==> config.mk <==
export PLATFORM = sky130hd
export DESIGN_NAME = bcd_to_bin
export DESIGN_NICKNAME = d
export VERILOG_FILES = /design/src/rtl/disp_pkg.sv /design/src/rtl/bcd_digit_adj.sv /design/src/rtl/bcd_to_bin.sv
export SDC_FILE = /design/constraint.sdc
export NUM_CORES = 1
export LEC_CHECK = 0
export BUFFER_PORTS_ARGS = -buffer_cell sky130_fd_sc_hd__buf_4
export CORE_ASPECT_RATIO = 1.25
export CORE_MARGIN = 2
export CORE_UTILIZATION = 39
export DETAILED_ROUTE_END_ITERATION = 8
export PLACE_DENSITY = 0.56
export SLEW_MARGIN = 20
export SYNTH_ARGS = -nofsm -noshare
export SYNTH_HDL_FRONTEND = slang
export SYNTH_HIERARCHICAL = 1
export SYNTH_SLANG_ARGS = --single-unit
==> constraint.sdc <==
create_clock -name clk -period 1.99 [get_ports clk]
set_input_delay 0.398 -clock clk [delete_from_list [all_inputs] [get_ports clk]]
set_output_delay 0.398 -clock clk [all_outputs]
set_load 0.01 [all_outputs]
==> src/rtl/disp_pkg.sv <==
// Shared definitions for the decimal display / entry path.
// Holds the converter state encoding and the BCD digit width.
package disp_pkg;

  localparam int BCD_DIGIT_W = 4;

  typedef enum logic [1:0] {
    IDLE  = 2'd0,
    SHIFT = 2'd1,
    DONE  = 2'd2
  } state_t;

  function automatic logic digit_invalid(input logic [BCD_DIGIT_W-1:0] digit);
    return digit > BCD_DIGIT_W'(9);
  endfunction

endpackage

==> src/rtl/bcd_digit_adj.sv <==
// Reverse double dabble correction cell: after a right shift, a BCD digit
// that reads 8 or more has picked up a half-ten weight and loses 3.
module bcd_digit_adj
  import disp_pkg::*;
(
  input  logic [BCD_DIGIT_W-1:0] digit,
  output logic [BCD_DIGIT_W-1:0] adjusted
);

  assign adjusted = (digit >= BCD_DIGIT_W'(8)) ? digit - BCD_DIGIT_W'(3) : digit;

endmodule

==> src/rtl/bcd_to_bin.sv <==
// Sequential BCD-to-binary converter (reverse double dabble, one bit per clock)
// with start/busy/done handshake, invalid-digit flag and saturation on overflow.
module bcd_to_bin
  import disp_pkg::*;
#(
  parameter int DIGITS = 5,
  parameter int BIN_W  = 16
) (
  input  logic                            clk,
  input  logic                            rst_n,
  input  logic                            start,
  input  logic [BCD_DIGIT_W*DIGITS-1:0]   bcd_in,
  output logic                            busy,
  output logic                            done,
  output logic [BIN_W-1:0]                bin_out,
  output logic                            ovf,
  output logic                            err_digit
);

  localparam int BCD_W = BCD_DIGIT_W * DIGITS;
  localparam int SR_W  = 2 * BCD_W;
  localparam int CNT_W = $clog2(BCD_W + 1);
  localparam int EXT_W = (BCD_W > BIN_W) ? BCD_W : BIN_W;

  state_t           state, state_next;
  logic [SR_W-1:0]  sr, sr_next, sr_shift, sr_adj;
  logic [CNT_W-1:0] cnt, cnt_next;
  logic [BIN_W-1:0] bin_next;
  logic             ovf_next, err_next;
  logic             bad_digit;
  logic [EXT_W-1:0] res_ext;
  logic             res_ovf;

  // Upper half holds the remaining BCD digits; the binary result grows in the lower half.
  assign sr_shift = sr >> 1;
  assign sr_adj[BCD_W-1:0] = sr_shift[BCD_W-1:0];

  for (genvar g = 0; g < DIGITS; g++) begin : g_adj
    bcd_digit_adj u_adj (
      .digit    (sr_shift[BCD_W + g*BCD_DIGIT_W +: BCD_DIGIT_W]),
      .adjusted (sr_adj[BCD_W + g*BCD_DIGIT_W +: BCD_DIGIT_W])
    );
  end

  always_comb begin
    bad_digit = 1'b0;
    for (int i = 0; i < DIGITS; i++) begin
      if (digit_invalid(bcd_in[i*BCD_DIGIT_W +: BCD_DIGIT_W])) bad_digit = 1'b1;
    end
  end

  // Overflow is judged on the full unsaturated result before any truncation.
  assign res_ext = EXT_W'(sr[BCD_W-1:0]);
  assign res_ovf = |(res_ext >> BIN_W);

  assign busy = (state == SHIFT);
  assign done = (state == DONE);

  always_ff @(posedge clk or negedge rst_n) begin
    if (!rst_n) begin
      state     <= IDLE;
      sr        <= '0;
      cnt       <= '0;
      bin_out   <= '0;
      ovf       <= 1'b0;
      err_digit <= 1'b0;
    end else begin
      state     <= state_next;
      sr        <= sr_next;
      cnt       <= cnt_next;
      bin_out   <= bin_next;
      ovf       <= ovf_next;
      err_digit <= err_next;
    end
  end

  always_comb begin
    state_next = state;
    sr_next    = sr;
    cnt_next   = cnt;
    bin_next   = bin_out;
    ovf_next   = ovf;
    err_next   = err_digit;

    case (state)
      IDLE, DONE: begin
        state_next = IDLE;
        if (start) begin
          sr_next  = {bcd_in, {BCD_W{1'b0}}};
          cnt_next = '0;
          if (bad_digit) begin
            err_next   = 1'b1;
            bin_next   = '0;
            ovf_next   = 1'b0;
            state_next = DONE;
          end else begin
            state_next = SHIFT;
          end
        end
      end
      SHIFT: begin
        // One extra cycle after the last shift lets the result settle before saturation.
        if (cnt == CNT_W'(BCD_W)) begin
          state_next = DONE;
          err_next   = 1'b0;
          ovf_next   = res_ovf;
          bin_next   = res_ovf ? '1 : res_ext[BIN_W-1:0];
        end else begin
          sr_next  = sr_adj;
          cnt_next = cnt + CNT_W'(1);
        end
      end
      default: state_next = IDLE;
    endcase
  end

endmodule

# --- Yosys cells after proc, flatten, opt, wreduce, memory -nomap -nowiden ---
# Index checks and enable logic that the tools add are counted.
classes:
  mul: 0
  div_mod_pow: 0
  n_addsub: 6
  bitwise: 0
  n_lt_le_gt_ge: 10
  n_reduce_logical: 6
  mux: 33
  n_eq_ne: 7
  shifts: 0
ops:
  columns: ["cell", "n"]
  rows:
  - ["$mux W40", 2]
  - ["$pmux W40 S2", 1]
  - ["$mux W16", 4]
  - ["$pmux W16 S2", 1]
  - ["$gt A4 B4 Y1 const B", 5]
  - ["$mux W4", 5]
  - ["$ge A4 B4 Y1 const B", 4]
  - ["$sub A4 B2 Y4 const B", 4]
  - ["$mux W1", 11]
  - ["$mux W5", 2]
  - ["$pmux W5 S2", 1]
  - ["$mux W2", 3]
  - ["$ne A2 B2 Y1 const B", 3]
  - ["$add A5 B1 Y5 const B", 1]
  - ["$eq A5 B5 Y1 const B", 1]
  - ["$ge A3 B4 Y1 const B", 1]
  - ["$pmux W1 S2", 2]
  - ["$pmux W2 S2", 1]
  - ["$reduce_and A4 Y1", 1]
  - ["$reduce_or A4 Y1", 1]
  - ["$sub A3 B2 Y4 const B", 1]
  - ["$reduce_and A3 Y1", 1]
  - ["$eq A2 B1 Y1 const B", 1]
  - ["$eq A2 B2 Y1 const B", 1]
  - ["other kinds (4)", 4]
totals:
  output_inout_bits: 20
  ram_bits: 0
  rom_bits: 0
  word_cells: 68
  latch_bits: 0
  n_memories: 0
  inputBits: 23
  ff_bits: 65

# --- Logic depth before layout (Yosys ltp) ---
# Gate-level depths: netlist of run 1.
logic_depth:
  depth_word: 9
  depth_mapped: 7
  depth_no_buf: 6

# --- Hierarchy ---
# The synthesis of run 1 kept the hierarchy.
modules_own_cells:
  columns: ["mod", "area_each_um2", "seq_area_each_um2", "cells_per_inst", "n_inst"]
  rows:
  - ["bcd_to_bin", 2880.3, 1626.6, 294, 1]
  - ["bcd_digit_adj", 76.3, 0.0, 11, 5]

# --- Least setup slack after synthesis of run 1 ---
# No wires, ideal clock.
synth_path:
  kind: "reg2reg"
  startpoint: "register cnt[0]"
  endpoint: "register bin_out[15]"
  setup_time_ns: 0.125
  stages_incl_launch_ff: 8
  required_time_ns: 1.865
  path_slack_ns: 0.502
  period_less_slack_ns: 1.488
  arrival_time_ns: 1.363
  path_buffers: 1
  path_cell_list: "dfrtp_1 inv_1 ha_1 nand4b_4 nor2_4 o32a_2 buf_6 o21ai_1"
synth_between:
  elab_chain_cells: 3
synth_lines:
  columns: ["item", "line_no", "source"]
  rows:
  - ["from (decl)", "bcd_to_bin.sv:27", "logic [CNT_W-1:0] cnt, cnt_next;"]
  - ["from (signal assigned)", "bcd_to_bin.sv:70", "cnt <= cnt_next;"]
  - ["$eq A5 B5 Y1", "bcd_to_bin.sv:103", "if (cnt == CNT_W'(BCD_W)) begin"]
  - ["$ne A2 B1 Y1 (no line)", null, null]
  - ["$reduce_and A4 Y1 (no line)", null, null]
  - ["to (signal assigned)", "bcd_to_bin.sv:71", "bin_out <= bin_next;"]
  - ["to (decl)", "bcd_to_bin.sv:15", "output logic [BIN_W-1:0] bin_out,"]
# No other way between the ends.
# A chain may end at the register's enable or synchronous reset.

# --- Final worst setup path of run 1 ---
layout_path:
  startpoint: "register state[1]"
  endpoint: "output port busy"
layout_between:
  elab_chain_cells: 1
layout_lines:
  columns: ["item", "line_no", "source"]
  rows:
  - ["from (decl)", "bcd_to_bin.sv:25", "state_t state, state_next;"]
  - ["from (signal assigned)", "bcd_to_bin.sv:68", "state <= state_next;"]
  - ["$eq A2 B1 Y1", "bcd_to_bin.sv:56", "assign busy = (state == SHIFT);"]
  - ["to (decl)", "bcd_to_bin.sv:13", "output logic busy,"]
# No other way between the ends.

==> metrics.txt, run 1 <==
Starting Density=39.8%; Slew Limit Fails=0; wire per inst=12.3 µm; Final nets=432; Fin. Hold Viols=0; Die Height=106 µm; Seq/Total Area, Yosys=49.9%; Antenna diodes=0; crit path kind=flop to output pin; failing checks=design-rule violations; dominant cells by area after synthesis=dfrtp_1, o21ai_0, nand2_1, mux2i_1, ha_1; Total GRT Usage=15.3%; DRC Markers=3; worst slack, placed=0.137 ns; min-delay worst type=primary input to flop; Crit. End Element=output pin; Main synth FF type=dfrtp_1; Die ar.=9120 µm²; Reg clk slew, reported paths=0.07 ns; worst vdd ir=0.500 mV; Placeable Area=8190 µm²; hold_sp=bcd_in[16]; WP data arrival=1.40 ns; worst-path cell chain=nand2b_1 -> inv_2 -> buf_4; status=finished, violations left; #FFs+latches synth=65; post-synth top area cell=dfrtp_1; largest net degree at the start of global routing=43; synthesized area=3260 µm²; CTS Buffer Depth=2; IO Pins=43; Clock Latency Late Sink=0.36 ns; Worst Skew=0.00905 ns; # H-tree levels=3; WHS=0.318 ns; Via Count=2,366; number of synthesized flops with an enable pin=0; Die X=85.8 µm; Finished Cell Area=3980 µm²; # setup viols final=0; Post-CTS Setup Bufs=0; synthesized-area fraction occupied by adder cells=4.60%; crit path max fanout=9; vias per cell=4.74; Syn Area/Cell=9.35 µm²; area delta synth->final=22.1%; Post-Synthesis Cells=349; Placer Congestion=0.734; Slowest cell on crit path=dfrtp_1; fin crit period=1.80 ns; CP Buf/Inv Count=2; drt first pass iters=6; Setup crit start=state[1]; Pwr Density=904 nW/µm²; unrepaired setup endpoints after global routing=no; top cell type's share of synthesized area=49.9%; cts bufs inserted=9; Detailed Place HPWL=4210 µm; Rows=37; mux cell area share after synthesis=6.14%; Final period util=90.4%; slowest stage delay, CP=0.37 ns; violation count after the first detailed-routing iteration=82; CTS root buf=clkbuf_8; XOR/XNOR Fraction of Synth Area=3.49%; Setup TNS Final=0 ns; CP startpoint kind=flop; required time of the critical path=1.59 ns; CTS tree=done; final wirelength=6160 µm; Routed Antenna Nets=0; top achievable clock speed=0.556 GHz; Final WS setup=0.191 ns; first-pass GRT wire length=10,900 µm; GRT Residual Overflow=0; max-cap violations=0; Crit path max-delay family=buffers and inverters; Compound-Gate Fraction of Synth Area=15.2%; CTS sink cnt=65; RR Startpoint=sr[19]; post-synthesis simple-gate area fraction=13.6%; Yosys warnings=6; fraction of layout cells with a size suffix above 1=17.7%; Leak Pwr=1.84 nW; async set-reset flop share out of synthesis=100%; Synth cell types=29; Placed Area=3700 µm²; main combinational cell family by area after synthesis=compound AO/OA/AOI/OAI gates; Filler cells=795; port bufs=42; initial antenna violation count=0; vias in the first global route=2,338
cells in the final DEF (no fill, tap or decap):
cell,count
a21oi_1,5
inv_8,1
or4_1,1
mux2i_1,20
inv_2,1
o31ai_1,1
nand4b_4,1
o21a_1,1
nand2_1,70
nor2_4,1
nand3_1,4
xnor2_1,5
o21ai_1,11
xor2_1,8
bufinv_16,4
ha_1,12
buf_4,45
a21oi_4,1
clkbuf_8,9
inv_6,2
nand2b_1,7
nor2_1,3
o32a_2,1
conb_1,5
o21ai_2,1
dfrtp_1,65
nor2b_1,7
dlygate4sd3_1,1
inv_1,29
o21ai_0,73
nand4_1,2
and3_1,1
buf_12,4
worst register-to-register path: cells and delay by family (launching register included):
family | cells | cell delay, ns
AO/OA/AOI/OAI | 2 | 0.37
flip-flops | 1 | 0.40
AND/OR/NAND/NOR | 1 | 0.79
logic make-up (layout without fill, tap and decap cells):
logic type,Yosys count,after routing
buffers and inverters,47,96
AND/OR/NAND/NOR,97,97
AO/OA/AOI/OAI,94,94
multiplexers,20,20
flip-flops,65,65
adder cells (fa/ha/maj),12,12
XOR/XNOR,13,13
other,1,5
path summary, 6_finish.rpt:
path                       cells past startpoint          end  slack [ns]
setup / recovery                               3         busy        0.19
hold / removal                                 3       sr[36]        0.32
setup reg to reg                               3  bin_out[13]        0.30
hold reg to reg                                2       sr[20]        0.48
max in group asynchronous                      3       sr[37]        0.96
min in group asynchronous                      2  bin_out[15]        0.50
flip-flops by register name, summed over array words and instances (netlist names):
register / flops
sr: 40
state: 2
err_digit: 1
bin_out: 16
ovf: 1
cnt: 5
final cells by class:
type | instances | area, µm² | area share (%)
Inverter | 30 | 113 | 2.83
Tap cell | 97 | 121 | 3.05
Sequential cell | 65 | 1630 | 40.8
Multi-Input combinational cell | 241 | 1420 | 35.7
Timing Repair Buffer | 50 | 428 | 10.7
Clock inverter | 7 | 149 | 3.74
Clock buffer | 9 | 124 | 3.11
where the power goes:
group / switching [mW] / internal, mW / total (mW)
registers: 0.113 / 1.41 / 1.53
clock network: 0.579 / 0.976 / 1.55
logic: 0.279 / 0.241 / 0.520
metal layers:
layer	share of wire (%)	vias to the layer above	global-route usage, %
met1	49	1077	19.4
met2	45	41	23.9
li1	-	1235	-
met4	2.0	0	6.80
met5	0	-	0
met3	4.2	13	4.74
cells in the mapped netlist (2+ instances only):
library cell	count
a21oi_1	5
buf_2	8
buf_6	5
clkbuf_2	3
dfrtp_1	65
ha_1	12
inv_1	30
mux2i_1	20
nand2_1	70
nand2b_1	7
nand3_1	4
nand4_1	2
nor2_1	3
nor2b_1	7
o21ai_0	73
o21ai_1	11
xnor2_1	5
xor2_1	8
what timing repair did:
action / CTS / global route
gates resized for setup: 0 / 0
hold buffers: 1 / 0
endpoints found under the setup margin: 0 / 0
hold endpoints to repair: 28 / 0
stage by stage:
stage	power [mW]	std cells	util (%)
floorplan	1.91	353	-
global placement	2.07	482	45.2
detailed placement	2.09	482	45.2
CTS	3.65	499	48.6
global route	3.81	499	48.6
finish	3.60	499	48.6
(Power assumes the default switching activity.)
==> run 2: changes to the inputs <==
--- a/config.mk
+++ b/config.mk
@@ -7,12 +7,10 @@
 export LEC_CHECK = 0
 export BUFFER_PORTS_ARGS = -buffer_cell sky130_fd_sc_hd__buf_4
 export CORE_ASPECT_RATIO = 1.25
-export CORE_MARGIN = 2
 export CORE_UTILIZATION = 39
 export DETAILED_ROUTE_END_ITERATION = 8
 export PLACE_DENSITY = 0.56
 export SLEW_MARGIN = 20
 export SYNTH_ARGS = -nofsm -noshare
 export SYNTH_HDL_FRONTEND = slang
-export SYNTH_HIERARCHICAL = 1
 export SYNTH_SLANG_ARGS = --single-unit
==> metrics.txt, run 2 <==
Fin. Hold Viols=0; Syn Area/Cell=9.28 µm²; cts bufs inserted=9; post-CTS resize count=0; CTS tree=done; CTS root buf=clkbuf_8; Die Height=103 µm; Final WS setup=0.159 ns; area delta synth->final=21.0%; vias per cell=4.98; Routed met1 length=3110 µm; # H-tree levels=3; Setup TNS Final=0 ns; Die ar.=8450 µm²; Placer Congestion=0.706; number of synthesized flops with an enable pin=0; Final nets=417; part of the power in registers=46.1%; Post-Synthesis Cells=340; CTS Buffer Depth=2; unrepaired setup endpoints after global routing=no; DRC Markers=0; dominant cells by area after synthesis=dfrtp_1, o21ai_0, nand2_1, ha_1, mux2i_1; worst-margin pin slew=0.469 ns; Detailed Place HPWL=4390 µm; async set-reset flop share out of synthesis=100%; Die X=82.4 µm; Filler cells=801; initial antenna violation count=0; crit path kind=flop to output pin; drt first pass iters=4; switch share=26.4%; Largest Register=sr; Crit. End Element=output pin; Slew headroom=68.8%; Worst Skew=0.00617 ns; met2 routed WL=2930 µm; CTS sink cnt=65; DR top layer=met4; required time of the critical path=1.59 ns; Largest regs=sr: 40 flops, bin_out: 16 flops, cnt: 5 flops; largest net degree at the start of global routing=31; Starting Density=40.2%; Seq/Total Area, Yosys=51.6%; top-count cell post-synth=dfrtp_1; vias in the first global route=2,282; max reg flops=40; most frequent cells in the layout=dfrtp_1, o21ai_0, nand2_1; total length of routed met3 wires=266 µm; Yosys warnings=0; final wirelength=6390 µm; port bufs=42; fraction of layout cells with a size suffix above 1=18.3%; Total GRT Usage=17.4%; Switch Pwr=0.871 mW; Routed Antenna Nets=0; min-delay worst type=primary input to flop; Synth cell types=34; top cells by instance count after synthesis=dfrtp_1, o21ai_0, nand2_1; first-pass GRT wire length=10,900 µm; combinational power share=15.6%; Placeable Area=7840 µm²; Main synth FF type=dfrtp_1; Post-CTS Setup Bufs=0; Clk pwr share=38.3%; top cell type's share of synthesized area=51.6%; #FFs+latches synth=65; Mapped Nets=373; post-synth top area cell=dfrtp_1; WP data arrival=1.43 ns; worst vdd ir=0.408 mV; commonest non-fill, non-tap cell in the layout=dfrtp_1; max-cap violations=0; GRT Residual Overflow=0; Hold Buf Count CTS=1; # setup viols final=0; Rows=36; Reg clk slew, reported paths=0.07 ns; Internal Power=2.43 mW; Final period util=92.0%; Pwr Total=3.30 mW; fin crit period=1.83 ns; violation count after the first detailed-routing iteration=71; Slew Limit Fails=0; synthesized area=3150 µm²; Clock Latency Late Sink=0.33 ns; wire per inst=13.2 µm; Via Count=2,411; IO Pins=43; worst slack, placed=0.191 ns; Leak Pwr=1.72 nW; status=complete, no violations; top achievable clock speed=0.546 GHz; crit path max fanout=18; CP startpoint kind=flop; Pwr Density=866 nW/µm²; Antenna diodes=0
-- run 2: path summary, 6_finish.rpt --
path | from | end | slack [ns] | cells past startpoint
min reg2reg | sr[20] | sr[20] | 0.48 | 2
min | bcd_in[19] | sr[39] | 0.28 | 3
max in group asynchronous | rst_n | sr[21] | 0.98 | 3
min in group asynchronous | rst_n | bin_out[4] | 0.50 | 2
max | state[1] | busy | 0.16 | 3
max reg2reg | cnt[0] | sr[30] | 0.30 | 7
-- run 2: layer usage --
layer	vias to the layer above	GRT usage [%]
met4	0	5.67
met1	1144	23.1
met2	50	27.1
met5	-	0
li1	1210	-
met3	7	4.87
-- run 2: logic make-up after synthesis --
kind of cell             count (synthesis)  synth area share, %
AO/OA/AOI/OAI                          101                 17.8
XOR/XNOR                                10                 2.78
adder cells (fa/ha/maj)                 10                 3.97
buffers and inverters                   47                 6.82
flip-flops                              65                 51.6
multiplexers                            11                 3.49
AND/OR/NAND/NOR                         96                 13.6
-- run 2: final cells by class --
cell class | instances | area, µm² | share of cell area [%]
tap | 95 | 119 | 3.11
clock buffer | 14 | 163 | 4.26
inverter | 28 | 105 | 2.75
sequential | 65 | 1630 | 42.6
clock inverter | 2 | 60.1 | 1.57
timing repair buffer | 52 | 430 | 11.3
multi-input combinational | 228 | 1310 | 34.4
-- run 2: power groups by stage --
stage / clock, mW / sequential, mW / combinational, mW
detailed placement: 0 / 1.54 / 0.522
floorplan: 0 / 1.52 / 0.366
global placement: 0 / 1.54 / 0.510
CTS: 1.30 / 1.52 / 0.526
finish: 1.27 / 1.52 / 0.516
global route: 1.35 / 1.54 / 0.590
-- run 2: through the flow --
stage,utilization (%),hold WS [ns],std cells,instance area [µm²]
floorplan,-,0.102,340,3150
global placement,45.7,0.327,467,3580
detailed placement,45.7,0.328,467,3580
CTS,48.7,0.259,484,3820
global route,48.7,0.276,484,3820
finish,48.7,0.275,484,3820
-- run 2: worst max-delay path, stage by stage (launching register included) --
cell	delay [ns]
dfrtp_1	0.37
nand2b_1	0.16
inv_2	0.36
buf_4	0.21
